===== src/rtl/uart_pkg.sv =====
// ---------------------------------------------------------------------------
// uart_pkg
//   Types shared by the UART receive buffer and its testbench.
//   uart_byte_t  : one received character (UART_DATA_W bits)
//   rxq_state_e  : rx handshake FSM states {IDLE, ACK, RELEASE}
// ---------------------------------------------------------------------------
package uart_pkg;

    localparam int UART_DATA_W = 8;

    typedef logic [UART_DATA_W-1:0] uart_byte_t;

    typedef enum logic [1:0] {
        IDLE    = 2'd0,
        ACK     = 2'd1,
        RELEASE = 2'd2
    } rxq_state_e;

endpackage : uart_pkg


===== src/rtl/fifo_sync.sv =====
// ---------------------------------------------------------------------------
// fifo_sync
//   Single-clock first-word-fall-through FIFO, 2**DEPTH_LOG2 entries.
//   The head byte is held in a register so it is defined out of reset and
//   keeps its last value when the FIFO drains.
// Ports
//   i_clk, i_reset_n : clock, asynchronous active-low reset
//   i_push, i_wr_data: write request and data
//   i_pop            : consume head (ignored when empty)
//   o_rd_data        : head byte (valid while !o_empty)
//   o_count          : entries held, registered
//   o_count_nxt      : value o_count takes at the next edge
//   o_empty, o_full  : fill status
//   o_drop           : push refused this cycle (full, no pop)
// ---------------------------------------------------------------------------
module fifo_sync #(
    parameter int DATA_W     = 8,
    parameter int DEPTH_LOG2 = 4
) (
    input  logic                  i_clk,
    input  logic                  i_reset_n,
    input  logic                  i_push,
    input  logic [DATA_W-1:0]     i_wr_data,
    input  logic                  i_pop,
    output logic [DATA_W-1:0]     o_rd_data,
    output logic [DEPTH_LOG2:0]   o_count,
    output logic [DEPTH_LOG2:0]   o_count_nxt,
    output logic                  o_empty,
    output logic                  o_full,
    output logic                  o_drop
);

    localparam int                DEPTH    = 1 << DEPTH_LOG2;
    localparam logic [DEPTH_LOG2:0] CNT_FULL = {1'b1, {DEPTH_LOG2{1'b0}}};
    localparam logic [DEPTH_LOG2:0] CNT_ONE  = {{DEPTH_LOG2{1'b0}}, 1'b1};

    logic [DATA_W-1:0]     mem [DEPTH];
    logic [DEPTH_LOG2-1:0] wr_ptr_q, wr_ptr_d;
    logic [DEPTH_LOG2-1:0] rd_ptr_q, rd_ptr_d;
    logic [DEPTH_LOG2-1:0] rd_ptr_inc;
    logic [DEPTH_LOG2:0]   count_q, count_d;
    logic [DATA_W-1:0]     rd_data_q, rd_data_d;
    logic                  pop_ok, push_ok;

    assign o_empty = (count_q == '0);
    assign o_full  = (count_q == CNT_FULL);

    // A full FIFO still accepts a push when the head leaves in the same cycle.
    assign pop_ok  = i_pop && !o_empty;
    assign push_ok = i_push && (!o_full || pop_ok);
    assign o_drop  = i_push && o_full && !pop_ok;

    assign rd_ptr_inc = rd_ptr_q + 1'b1;

    // NOTE: every always_comb output is given a default first so no path
    // leaves it unassigned, which would otherwise infer a latch.
    always_comb begin
        wr_ptr_d  = wr_ptr_q;
        rd_ptr_d  = rd_ptr_q;
        count_d   = count_q;
        rd_data_d = rd_data_q;

        if (push_ok) wr_ptr_d = wr_ptr_q + 1'b1;
        if (pop_ok)  rd_ptr_d = rd_ptr_inc;

        unique case ({push_ok, pop_ok})
            2'b10:   count_d = count_q + 1'b1;
            2'b01:   count_d = count_q - 1'b1;
            default: count_d = count_q;
        endcase

        // Next head: a push into an empty FIFO, or a pop of the last entry
        // coinciding with a push, bypasses storage (the slot is being
        // written this very edge); otherwise the successor comes from memory.
        if (o_empty) begin
            if (push_ok) rd_data_d = i_wr_data;
        end else if (pop_ok) begin
            if (count_q == CNT_ONE) begin
                if (push_ok) rd_data_d = i_wr_data;
            end else begin
                rd_data_d = mem[rd_ptr_inc];
            end
        end
    end

    // NOTE: sequential state uses non-blocking assignments only, so every
    // flop samples its pre-edge inputs regardless of block ordering.
    always_ff @(posedge i_clk or negedge i_reset_n) begin
        if (!i_reset_n) begin
            wr_ptr_q  <= '0;
            rd_ptr_q  <= '0;
            count_q   <= '0;
            rd_data_q <= '0;
        end else begin
            wr_ptr_q  <= wr_ptr_d;
            rd_ptr_q  <= rd_ptr_d;
            count_q   <= count_d;
            rd_data_q <= rd_data_d;
        end
    end

    // NOTE: the storage array has no reset; validity is tracked by the
    // pointers and count, and leaving it unreset lets it map onto RAM.
    always_ff @(posedge i_clk) begin
        if (push_ok) mem[wr_ptr_q] <= i_wr_data;
    end

    assign o_rd_data   = rd_data_q;
    assign o_count     = count_q;
    assign o_count_nxt = count_d;

endmodule : fifo_sync


===== src/rtl/uart_rx_fifo.sv =====
// ---------------------------------------------------------------------------
// uart_rx_fifo
//   Receive buffer downstream of uart_rx. Takes bytes over the four-phase
//   ready/ack/ack-clear handshake and queues them in a FWFT FIFO for the CPU.
//   A byte arriving while the FIFO is full is dropped and flags a sticky
//   overrun; the handshake always completes so uart_rx never stalls.
// Configuration
//   RTS_FLOW_EN : when defined, o_rts_n goes high (stop sending) while the
//                 fill level is at or above HIWATER; otherwise o_rts_n = 0.
// Ports
//   i_clk, i_reset_n        : clock, asynchronous active-low reset
//   i_rx_data, i_data_rdy   : byte offer from uart_rx
//   o_rdy_ack, i_rdy_ack_clr: handshake acknowledge / release
//   o_rd_data, o_rd_valid   : head byte and FIFO-not-empty
//   i_rd_pop                : CPU consumes the head byte
//   o_count                 : entries held
//   o_overrun, i_overrun_clr: sticky drop flag and its clear
//   o_rts_n                 : flow control, 0 = send allowed
// ---------------------------------------------------------------------------
module uart_rx_fifo
    import uart_pkg::*;
#(
    parameter int DATA_W     = 8,
    parameter int DEPTH_LOG2 = 4,
    parameter int HIWATER    = 12
) (
    input  logic                  i_clk,
    input  logic                  i_reset_n,
    input  logic [DATA_W-1:0]     i_rx_data,
    input  logic                  i_data_rdy,
    output logic                  o_rdy_ack,
    input  logic                  i_rdy_ack_clr,
    output logic [DATA_W-1:0]     o_rd_data,
    output logic                  o_rd_valid,
    input  logic                  i_rd_pop,
    output logic [DEPTH_LOG2:0]   o_count,
    output logic                  o_overrun,
    input  logic                  i_overrun_clr,
    output logic                  o_rts_n
);

    localparam logic [DEPTH_LOG2:0] HIWATER_CNT = HIWATER[DEPTH_LOG2:0];

    rxq_state_e          state_q, state_d;
    logic                rdy_ack_q, rdy_ack_d;
    logic                overrun_q, overrun_d;
    logic                capture;
    logic                fifo_empty, fifo_full, fifo_drop;
    logic [DEPTH_LOG2:0] count_nxt;

    // A byte is taken only on the IDLE->ACK transition, so each offer
    // produces exactly one push however long i_data_rdy stays high.
    assign capture = (state_q == IDLE) && i_data_rdy && !i_rdy_ack_clr;

    always_comb begin
        state_d   = state_q;
        rdy_ack_d = rdy_ack_q;
        unique case (state_q)
            IDLE: begin
                if (capture) begin
                    rdy_ack_d = 1'b1;
                    state_d   = ACK;
                end
            end
            ACK: begin
                if (i_rdy_ack_clr) begin
                    rdy_ack_d = 1'b0;
                    state_d   = RELEASE;
                end
            end
            RELEASE: begin
                if (!i_data_rdy && !i_rdy_ack_clr) state_d = IDLE;
            end
            default: begin
                rdy_ack_d = 1'b0;
                state_d   = IDLE;
            end
        endcase
    end

    // Setting wins over a same-cycle clear so a drop is never lost.
    always_comb begin
        overrun_d = overrun_q;
        if (i_overrun_clr) overrun_d = 1'b0;
        if (fifo_drop)     overrun_d = 1'b1;
    end

    always_ff @(posedge i_clk or negedge i_reset_n) begin
        if (!i_reset_n) begin
            state_q   <= IDLE;
            rdy_ack_q <= 1'b0;
            overrun_q <= 1'b0;
        end else begin
            state_q   <= state_d;
            rdy_ack_q <= rdy_ack_d;
            overrun_q <= overrun_d;
        end
    end

    fifo_sync #(
        .DATA_W     (DATA_W),
        .DEPTH_LOG2 (DEPTH_LOG2)
    ) u_fifo (
        .i_clk       (i_clk),
        .i_reset_n   (i_reset_n),
        .i_push      (capture),
        .i_wr_data   (i_rx_data),
        .i_pop       (i_rd_pop),
        .o_rd_data   (o_rd_data),
        .o_count     (o_count),
        .o_count_nxt (count_nxt),
        .o_empty     (fifo_empty),
        .o_full      (fifo_full),
        .o_drop      (fifo_drop)
    );

`ifdef RTS_FLOW_EN
    // Registered from the next count so RTS changes on the same edge as
    // o_count rather than one cycle behind it.
    logic rts_n_q, rts_n_d;
    logic unused_full;

    assign rts_n_d     = (count_nxt >= HIWATER_CNT);
    assign unused_full = fifo_full;

    always_ff @(posedge i_clk or negedge i_reset_n) begin
        if (!i_reset_n) rts_n_q <= 1'b0;
        else            rts_n_q <= rts_n_d;
    end

    assign o_rts_n = rts_n_q;
`else
    logic unused_rts;
    assign unused_rts = ^{count_nxt, HIWATER_CNT, fifo_full};
    assign o_rts_n    = 1'b0;
`endif

    assign o_rdy_ack  = rdy_ack_q;
    assign o_rd_valid = !fifo_empty;
    assign o_overrun  = overrun_q;

endmodule : uart_rx_fifo


===== config.mk =====
export PLATFORM = sky130hd
export DESIGN_NAME = uart_rx_fifo
export DESIGN_NICKNAME = d
export VERILOG_FILES = /design/src/rtl/uart_pkg.sv /design/src/rtl/fifo_sync.sv /design/src/rtl/uart_rx_fifo.sv
export SDC_FILE = /design/constraint.sdc
export NUM_CORES = 1
export LEC_CHECK = 0
export ABC_AREA = 1
export CAP_MARGIN = 15
export CELL_PAD_IN_SITES_DETAIL_PLACEMENT = 1
export CELL_PAD_IN_SITES_GLOBAL_PLACEMENT = 1
export CORE_MARGIN = 2
export CORE_UTILIZATION = 45
export DETAILED_ROUTE_END_ITERATION = 12
export MAX_ROUTING_LAYER = met4
export PLACE_DENSITY_LB_ADDON = 0.05
export SETUP_SLACK_MARGIN = 0.1
export SYNTH_ARGS = -nofsm -noshare
export SYNTH_HDL_FRONTEND = slang
export SYNTH_SLANG_ARGS = --single-unit

===== constraint.sdc =====
create_clock -name i_clk -period 4.9 [get_ports i_clk]
set_input_delay 0.98 -clock i_clk [delete_from_list [all_inputs] [get_ports i_clk]]
set_output_delay 0.98 -clock i_clk [all_outputs]
set_load 0.05 [all_outputs]

==> results of run 1 <==
path summary, 6_finish.rpt:
check / end / slack (ns) / cells past startpoint
worst max-delay path: o_rd_valid / 1.68 / 4
worst min-delay path: u_fifo.o_rd_data[4] / 0.51 / 2
worst max register to register: u_fifo.mem[4][3] / 2.28 / 7
worst min register to register: u_fifo.o_rd_data[4] / 0.51 / 2
max in group asynchronous: u_fifo.rd_ptr_q[0] / 3.70 / 2
min in group asynchronous: o_overrun / 0.92 / 2
per-layer routing:
metal	global-route usage, %	share of wire [%]
met5	-	0
met4	8.951	2.4
met3	3.716	3.6
met2	40.71	50
met1	30.87	44
sequential cells by signal, indices dropped and copies added (netlist names):
name,flops
u_fifo.o_count,5
o_rdy_ack,1
state_q,2
u_fifo.mem,128
o_overrun,1
u_fifo.wr_ptr_q,4
u_fifo.o_rd_data,8
u_fifo.rd_ptr_q,4
stage by stage:
step	hold WS, ns	instances	utilization [%]	worst slack (ns)
6_report	0.5101	971	53.33	1.677
5_1_grt	0.5510	971	53.33	1.588
4_1_cts	0.5209	970	53.20	1.666
3_5_place_dp	0.5037	938	49.16	1.427
3_3_place_gp	0.5021	938	49.16	1.517
2_1_floorplan	0.4796	717	-	2.133
cells by family (layout without fill, tap and decap cells):
kind of cell / count (synthesis) / in the layout / share of synthesized area [%]
fa+ha+maj: 10 / 10 / 1.779
xor+xnor: 13 / 13 / 2.206
compound gates: 13 / 13 / 1.049
flops: 153 / 153 / 63.54
other cells: 1 / 1 / 0.05331
buf+inv: 126 / 169 / 7.364
simple gates: 401 / 401 / 24.01
worst max-delay path, delay by kind of cell, from the launching register on:
family / cells / cell delay (ns)
simple gates: 1 / 0.17
flops: 1 / 0.46
buf+inv: 2 / 0.96
fa+ha+maj: 1 / 0.22
where the power goes:
group / switching [W] / total [W] / internal (W) / leakage [nW]
sequential: 0.000133 / 0.00169 / 0.00156 / 1.46
clock: 0.000559 / 0.00137 / 0.000811 / 0.290
combinational: 0.00156 / 0.00223 / 0.000667 / 1.77
final cells by class:
class,count,area (um^2),area share (%)
tap,211,264.0,3.244
clock inverter,15,191.4,2.352
clock buffer,17,425.4,5.228
multi-input combinational,438,2047,25.15
sequential,153,4471,54.94
inverter,100,376.6,4.628
timing repair buffer,37,362.8,4.459
layout by cell type (no fill, tap or decap), types with 2 or more instances in the layout:
cell type                           n
sky130_fd_sc_hd__bufinv_16          3
sky130_fd_sc_hd__inv_8              2
sky130_fd_sc_hd__buf_4              7
sky130_fd_sc_hd__edfxtp_1         128
sky130_fd_sc_hd__o21ai_0            7
sky130_fd_sc_hd__nand2_1          260
sky130_fd_sc_hd__xor2_1             7
sky130_fd_sc_hd__dfrtp_1           24
sky130_fd_sc_hd__xnor2_1            2
sky130_fd_sc_hd__clkbuf_16         17
sky130_fd_sc_hd__clkdlybuf4s50_1   29
sky130_fd_sc_hd__inv_1             89
sky130_fd_sc_hd__nor2_2             3
sky130_fd_sc_hd__inv_2             10
sky130_fd_sc_hd__nand3_2            9
sky130_fd_sc_hd__ha_1              10
sky130_fd_sc_hd__nand3_1           87
sky130_fd_sc_hd__nor2_1            38
sky130_fd_sc_hd__clkinv_2           2
sky130_fd_sc_hd__clkinv_4           3
sky130_fd_sc_hd__clkinvlp_4         4
sky130_fd_sc_hd__inv_6              2
sky130_fd_sc_hd__xor2_2             2
==> impl_metrics.sql, run 1 <==
INSERT INTO impl_metrics (metric_group, metric, value, unit) VALUES
('sta', 'fin_crit_sh', '65.77', '%'),
('placement', 'globalplace.congestion', '0.8594', ''),
('worst_setup_path', 'worstPathArrival', '2.24', 'ns'),
('cells_and_area', 'final_area', '8138', 'um^2'),
('sta', 'final_hold_vio_count', '0', ''),
('routing', 'first_pass_iters', '4', ''),
('clock_network', 'tritoncts', 'done', ''),
('placement', 'detailed_place.area', '7501', 'um^2'),
('synthesis', 'ys_types', '33', ''),
('synthesis', 'netlist_area', '7034', 'um^2'),
('routing', 'drt_drc_violations_left', '0', ''),
('cells_and_area', 'antenna_cells', '0', ''),
('clock_network', 'cts_buffer_depth', '2', ''),
('worst_setup_path', 'classification_of_the_worst_setup_path', 'flip-flop to output port', ''),
('sta', 'worst_clock_skew', '0.006881', 'ns'),
('clock_network', 'cts.reportedPaths.clkPinSlew', '0.06', 'ns'),
('sta', 'drv_slew', '0', ''),
('sta', 'setup-violations-final', '0', ''),
('cells_and_area', 'layout-drive-gt1-share', '9.079', '%'),
('floorplan', 'die_x', '129.0', 'um'),
('worst_setup_path', 'worst_path_largest_cell_delay', '0.84', 'ns'),
('cells_and_area', 'total_number_of_nets_in_the_final_design', '771', ''),
('worst_setup_path', 'path_cells', 'inv_1 -> ha_1 -> nand3_1 -> clkdlybuf4s50_1', ''),
('clock_network', 'tritoncts.num_buffers', '17', ''),
('grt', 'grt_pass1_wl', '28910', 'um'),
('clock_network', 'clkSinkCount', '153', ''),
('floorplan', 'initial_utilization', '46.10', '%'),
('worst_setup_path', 'worstSetupEndpointType', 'output port', ''),
('sta', 'max_slew_margin', '34.74', '%'),
('worst_setup_path', 'path_max_fanout', '6', ''),
('clock_network', 'clock_tree.root_cell', 'sky130_fd_sc_hd__clkbuf_16', ''),
('synthesis', 'yosysMostFrequentCell', 'sky130_fd_sc_hd__nand2_1', ''),
('synthesis', 'synthesis.instances', '717', ''),
('clock_network', 'post_cts.resized_instances', '0', ''),
('power', 'leakagePower', '3.519', 'nW'),
('synthesis', 'yosys.area.top_type_share', '54.64', '%'),
('worst_setup_path', 'crit_path_start_kind', 'flip-flop', ''),
('clock_network', 'cts.hold.buffers_added', '0', ''),
('clock_network', 'ctsHtreeMaxLevel', '4', ''),
('worst_setup_path', 'crit-reg2reg-launch', 'u_fifo.o_count[0]', ''),
('sta', 'max_clock_freq', '310.3', 'MHz'),
('routing', 'route.antenna.remaining_nets', '0', ''),
('synthesis', 'synthTopCellsByArea', 'sky130_fd_sc_hd__edfxtp_1 55%, sky130_fd_sc_hd__nand2_1 14%, sky130_fd_sc_hd__dfrtp_1 8.9%, sky130_fd_sc_hd__nand3_1 6.2%, sky130_fd_sc_hd__inv_1 4.7%', ''),
('worst_setup_path', 'cpMaxStageDelayCell', 'sky130_fd_sc_hd__clkdlybuf4s50_1', ''),
('routing', 'route.vias.total', '4839', ''),
('synthesis', 'synth_area_per_cell', '9.811', 'um^2'),
('grt', 'grt_max_degree', '66', ''),
('routing', 'totalWireLength', '18460', 'um'),
('sta', 'setup-tns-final', '0', 'ns'),
('cells_and_area', 'area.growth.synth_to_final', '15.69', '%'),
('floorplan', 'die_y', '129.0', 'um'),
('synthesis', 'yosys_warnings', '0', ''),
('routing', 'routed_via_density', '4.984', ''),
('sta', 'layout_min_cycle_time', '3.223', 'ns'),
('synthesis', 'ys_seq_area_share', '63.54', '%'),
('power', 'ir_worst_vdd', '0.2818', 'mV'),
('floorplan', 'design.core.area', '15260', 'um^2'),
('placement', 'io_buffers', '29', ''),
('floorplan', 'floorplan.rows', '45', ''),
('synthesis', 'edff_count_synth', '128', ''),
('synthesis', 'asyncSetResetFlopFracSynth', '16.34', '%'),
('synthesis', 'number_of_synthesized_register_bits', '153', ''),
('routing', 'avgRoutedWirePerCell', '19.02', 'um'),
('grt', 'number_of_antenna_violations_at_the_first_check_in_global_routing', '0', ''),
('outcome', 'run_status', 'finished, final reports clean', ''),
('synthesis', 'synth_commonest_cells', '260 x sky130_fd_sc_hd__nand2_1, 128 x sky130_fd_sc_hd__edfxtp_1, 89 x sky130_fd_sc_hd__inv_1', ''),
('placement', 'detailedPlacementHpwl', '12240', 'um'),
('hold_path', 'holdCritPathClass', 'flip-flop to flip-flop', ''),
('power', 'pwr_per_cell_area', '649.5', 'nW/um^2'),
('floorplan', 'design.die.area', '16650', 'um^2'),
('sta', 'rsz0062_at_grt', 'false', '');
Power figures use the tool's default switching activity.
==> run 2: changes to the inputs <==
--- a/config.mk
+++ b/config.mk
@@ -10,7 +10,7 @@
 export CELL_PAD_IN_SITES_DETAIL_PLACEMENT = 1
 export CELL_PAD_IN_SITES_GLOBAL_PLACEMENT = 1
 export CORE_MARGIN = 2
-export CORE_UTILIZATION = 45
+export CORE_UTILIZATION = 43
 export DETAILED_ROUTE_END_ITERATION = 12
 export MAX_ROUTING_LAYER = met4
 export PLACE_DENSITY_LB_ADDON = 0.05
==> constraint.sdc (replaced) <==
create_clock -name i_clk -period 2.6 [get_ports i_clk]
set_input_delay 0.52 -clock i_clk [delete_from_list [all_inputs] [get_ports i_clk]]
set_output_delay 0.52 -clock i_clk [all_outputs]
set_load 0.05 [all_outputs]
==> run 2 against run 1 <==
Count of clock-buffer cells in the layout increased by 2. First-iteration DRC count increased by 17%. Worst hold slack got worse by 0.021 ns. Sequential cell count unchanged. Non-clock buffer count increased by 29. Die area increased by 4.5%. Critical path depth unchanged. Critical path type unchanged. Clock skew increased by 0.0094 ns. Largest cell class unchanged.
==> impl_metrics.sql, run 2 (same netlist as run 1, synthesis figures left out) <==
INSERT INTO impl_metrics (metric_group, metric, value, unit) VALUES
('run', 'drv_cap', '0', ''),
('sta', 'setup-tns-final', '0', 'ns'),
('worst_setup_path', 'critPathRequiredTime', '2.08', 'ns'),
('placement', 'globalplace.congestion', '0.8768', ''),
('routing', 'first_pass_iters', '5', ''),
('routing', 'drt_drc_violations_left', '0', ''),
('floorplan', 'initial_utilization', '44.12', '%'),
('sta', 'drv_slew', '0', ''),
('worst_setup_path', 'worstSetupEndpointType', 'output port', ''),
('grt', 'grt_pass1_wl', '30070', 'um'),
('worst_setup_path', 'path_max_fanout', '6', ''),
('cells_and_area', 'filler_cell_count', '1792', ''),
('routing', 'route.vias.total', '4973', ''),
('grt', 'globalRouteTotalUtil', '24.05', '%'),
('power', 'sequential_power_share', '31.5', '%'),
('floorplan', 'design.core.area', '15940', 'um^2'),
('floorplan', 'design.portCount', '31', ''),
('placement', 'post-place-cells', '973', ''),
('clock_network', 'cts.reportedPaths.clkPinSlew', '0.06', 'ns'),
('clock_network', 'clkSinkCount', '153', ''),
('sta', 'layout_min_cycle_time', '2.375', 'ns'),
('clock_network', 'ctsHtreeMaxLevel', '4', ''),
('sta', 'worst_clock_skew', '0.01629', 'ns'),
('routing', 'totalWireLength', '19130', 'um'),
('routing', 'route.antenna.remaining_nets', '0', ''),
('cells_and_area', 'top_register', 'u_fifo.mem', ''),
('cells_and_area', 'multi_input_area', '2059', 'um^2'),
('routing', 'avgRoutedWirePerCell', '19.07', 'um'),
('grt', 'grt_max_degree', '66', ''),
('cells_and_area', 'layout.area.seq', '4472', 'um^2'),
('routing', 'dr.first_iter.drc_count', '301', ''),
('placement', 'detailed_place.area', '7754', 'um^2'),
('cells_and_area', 'total_number_of_nets_in_the_final_design', '800', ''),
('power', 'internal-power', '0.005790', 'W'),
('clock_network', 'clock_tree.root_cell', 'sky130_fd_sc_hd__clkbuf_16', ''),
('cells_and_area', 'leading_cell_type_in_the_layout_fill_and_taps_excluded', 'sky130_fd_sc_hd__nand2_1', ''),
('sta', 'fin_crit_sh', '91.36', '%'),
('sta', 'max_clock_freq', '421.0', 'MHz'),
('grt', 'grt_use_met3', '5.421', '%'),
('power', 'ir_worst_vdd', '0.5860', 'mV'),
('cells_and_area', 'antenna_cells', '0', ''),
('floorplan', 'design.die.area', '17400', 'um^2'),
('grt', 'met1_usage', '27.46', '%'),
('sta', 'max_slew_margin', '65.74', '%'),
('clock_network', 'tritoncts.num_buffers', '17', ''),
('clock_network', 'cts_setup_buffers', '0', ''),
('floorplan', 'floorplan.rows', '46', ''),
('placement', 'io_buffers', '29', ''),
('sta', 'final_hold_vio_count', '0', ''),
('cells_and_area', 'area.growth.synth_to_final', '18.57', '%'),
('power', 'combinationalPowerShare', '43.9', '%'),
('worst_setup_path', 'classification_of_the_worst_setup_path', 'flip-flop to output port', ''),
('cells_and_area', 'layout.cells.non_filler', '1003', ''),
('power', 'power_frac_clock', '24.6', '%'),
('outcome', 'run_status', 'finished, final reports clean', ''),
('floorplan', 'die_y', '131.9', 'um'),
('cells_and_area', 'layout-drive-gt1-share', '12.45', '%'),
('sta', 'worst_tran_pin_value', '0.5123', 'ns'),
('clock_network', 'insertion_delay_of_the_later_clocked_pin_in_the_worst_skew_pair', '0.43', 'ns'),
('clock_network', 'tritoncts', 'done', ''),
('grt', 'grt_overflow_total', '0', ''),
('worst_setup_path', 'worstPathArrival', '1.86', 'ns'),
('cells_and_area', 'final_area', '8341', 'um^2'),
('cells_and_area', 'layout.cells.most_common_list', '259 x sky130_fd_sc_hd__nand2_1, 128 x sky130_fd_sc_hd__edfxtp_1, 88 x sky130_fd_sc_hd__inv_1, 86 x sky130_fd_sc_hd__nand3_1, 38 x sky130_fd_sc_hd__nor2_1', ''),
('routing', 'routed_via_density', '4.958', ''),
('sta', 'whs', '0.4891', 'ns'),
('placement', 'detailedPlacementHpwl', '13120', 'um'),
('cells_and_area', 'largest_register_ff_count', '128', ''),
('power', 'swShare', '42.40', '%'),
('worst_setup_path', 'crit_path_start_kind', 'flip-flop', ''),
('grt', 'via_count_of_the_first_global_routing_pass', '5407', ''),
('clock_network', 'cts_buffer_depth', '2', ''),
('power', 'pwr_per_cell_area', '1205', 'nW/um^2'),
('clock_network', 'cts.hold.buffers_added', '0', ''),
('power', 'leakagePower', '3.655', 'nW'),
('grt', 'number_of_antenna_violations_at_the_first_check_in_global_routing', '0', ''),
('hold_path', 'holdCritPathClass', 'input port to async pin', ''),
('sta', 'setup-violations-final', '0', ''),
('sta', 'rsz0062_at_grt', 'false', ''),
('power', 'power.switching', '0.004262', 'W'),
('grt', 'grt_busiest_layer', 'met2', ''),
('floorplan', 'die_x', '131.9', 'um'),
('grt', 'groute.layer.met2.usage', '41.38', '%');
-- run 2: cell count changes in the layout (fill, tap and decap cells not counted), sizes merged --
cell and delta:
buf +29, clkbuf +2, inv -2, clkdlybuf4s15 +1, clkdlybuf4s50 -1, clkinv -1
clkinvlp -1
-- run 2: critical path: stages, from the launching register on --
cell	delay [ns]
sky130_fd_sc_hd__dfrtp_2	0.45
sky130_fd_sc_hd__inv_1	0.13
sky130_fd_sc_hd__ha_1	0.20
sky130_fd_sc_hd__nand3_2	0.16
sky130_fd_sc_hd__clkdlybuf4s15_1	0.49
-- run 2: final timing paths --
check | startpoint | end | slack [ns] | depth (start not counted)
max reg2reg | u_fifo.o_count[0] | u_fifo.o_count[2] | 0.29 | 12
min | i_reset_n | u_fifo.wr_ptr_q[2] | 0.49 | 2
max in group asynchronous | i_reset_n | u_fifo.o_count[0] | 1.81 | 2
min in group i_clk | u_fifo.o_rd_data[3] | u_fifo.o_rd_data[3] | 0.51 | 2
max | u_fifo.o_count[0] | o_rd_valid | 0.22 | 4
min reg2reg | u_fifo.o_rd_data[3] | u_fifo.o_rd_data[3] | 0.51 | 2
-- run 2: area by class of cell --
| type | count | share of cell area, % |
|---|---|---|
| clock buffer | 19 | 5.191 |
| clock inverter | 11 | 1.785 |
| inverter | 100 | 4.515 |
| multi-input combinational | 438 | 24.69 |
| sequential | 153 | 53.62 |
| tap | 216 | 3.240 |
| timing repair buffer | 66 | 6.961 |
-- run 2: repair_timing --
| item | CTS | global route |
|---|---|---|
| endpoints found under the setup margin | 1 | 3 |
| gates resized for setup | 1 | 3 |
| pin swaps | 0 | 0 |
-- run 2: metal layers --
metal	vias to the layer above	wire length, um
li1	2411	-
met1	2444	8003
met2	83	9987
met3	35	646
met4	0	489
met5	-	0
-- run 2: metrics by stage --
| step | total power [W] | setup slack, ns | util [%] |
|---|---|---|---|
| finish | 0.01005 | 0.2246 | 52.32 |
| global route | 0.01072 | 0.1375 | 52.32 |
| CTS | 0.01018 | 0.1784 | 52.28 |
| detailed placement | 0.007659 | 0.09768 | 48.63 |
| global placement | 0.007558 | 0.2162 | 48.63 |
| floorplan | 0.006143 | 0.1575 | - |
-- run 2: power groups by stage --
| stage | clock network, W | logic [W] | registers (W) |
|---|---|---|---|
| after CTS | 0.00251 | 0.00450 | 0.00316 |
| after global routing | 0.00262 | 0.00491 | 0.00320 |
| after detailed placement | 0 | 0.00445 | 0.00321 |
| after global placement | 0 | 0.00436 | 0.00320 |
| after floorplan | 0 | 0.00260 | 0.00354 |
| final | 0.00247 | 0.00442 | 0.00316 |
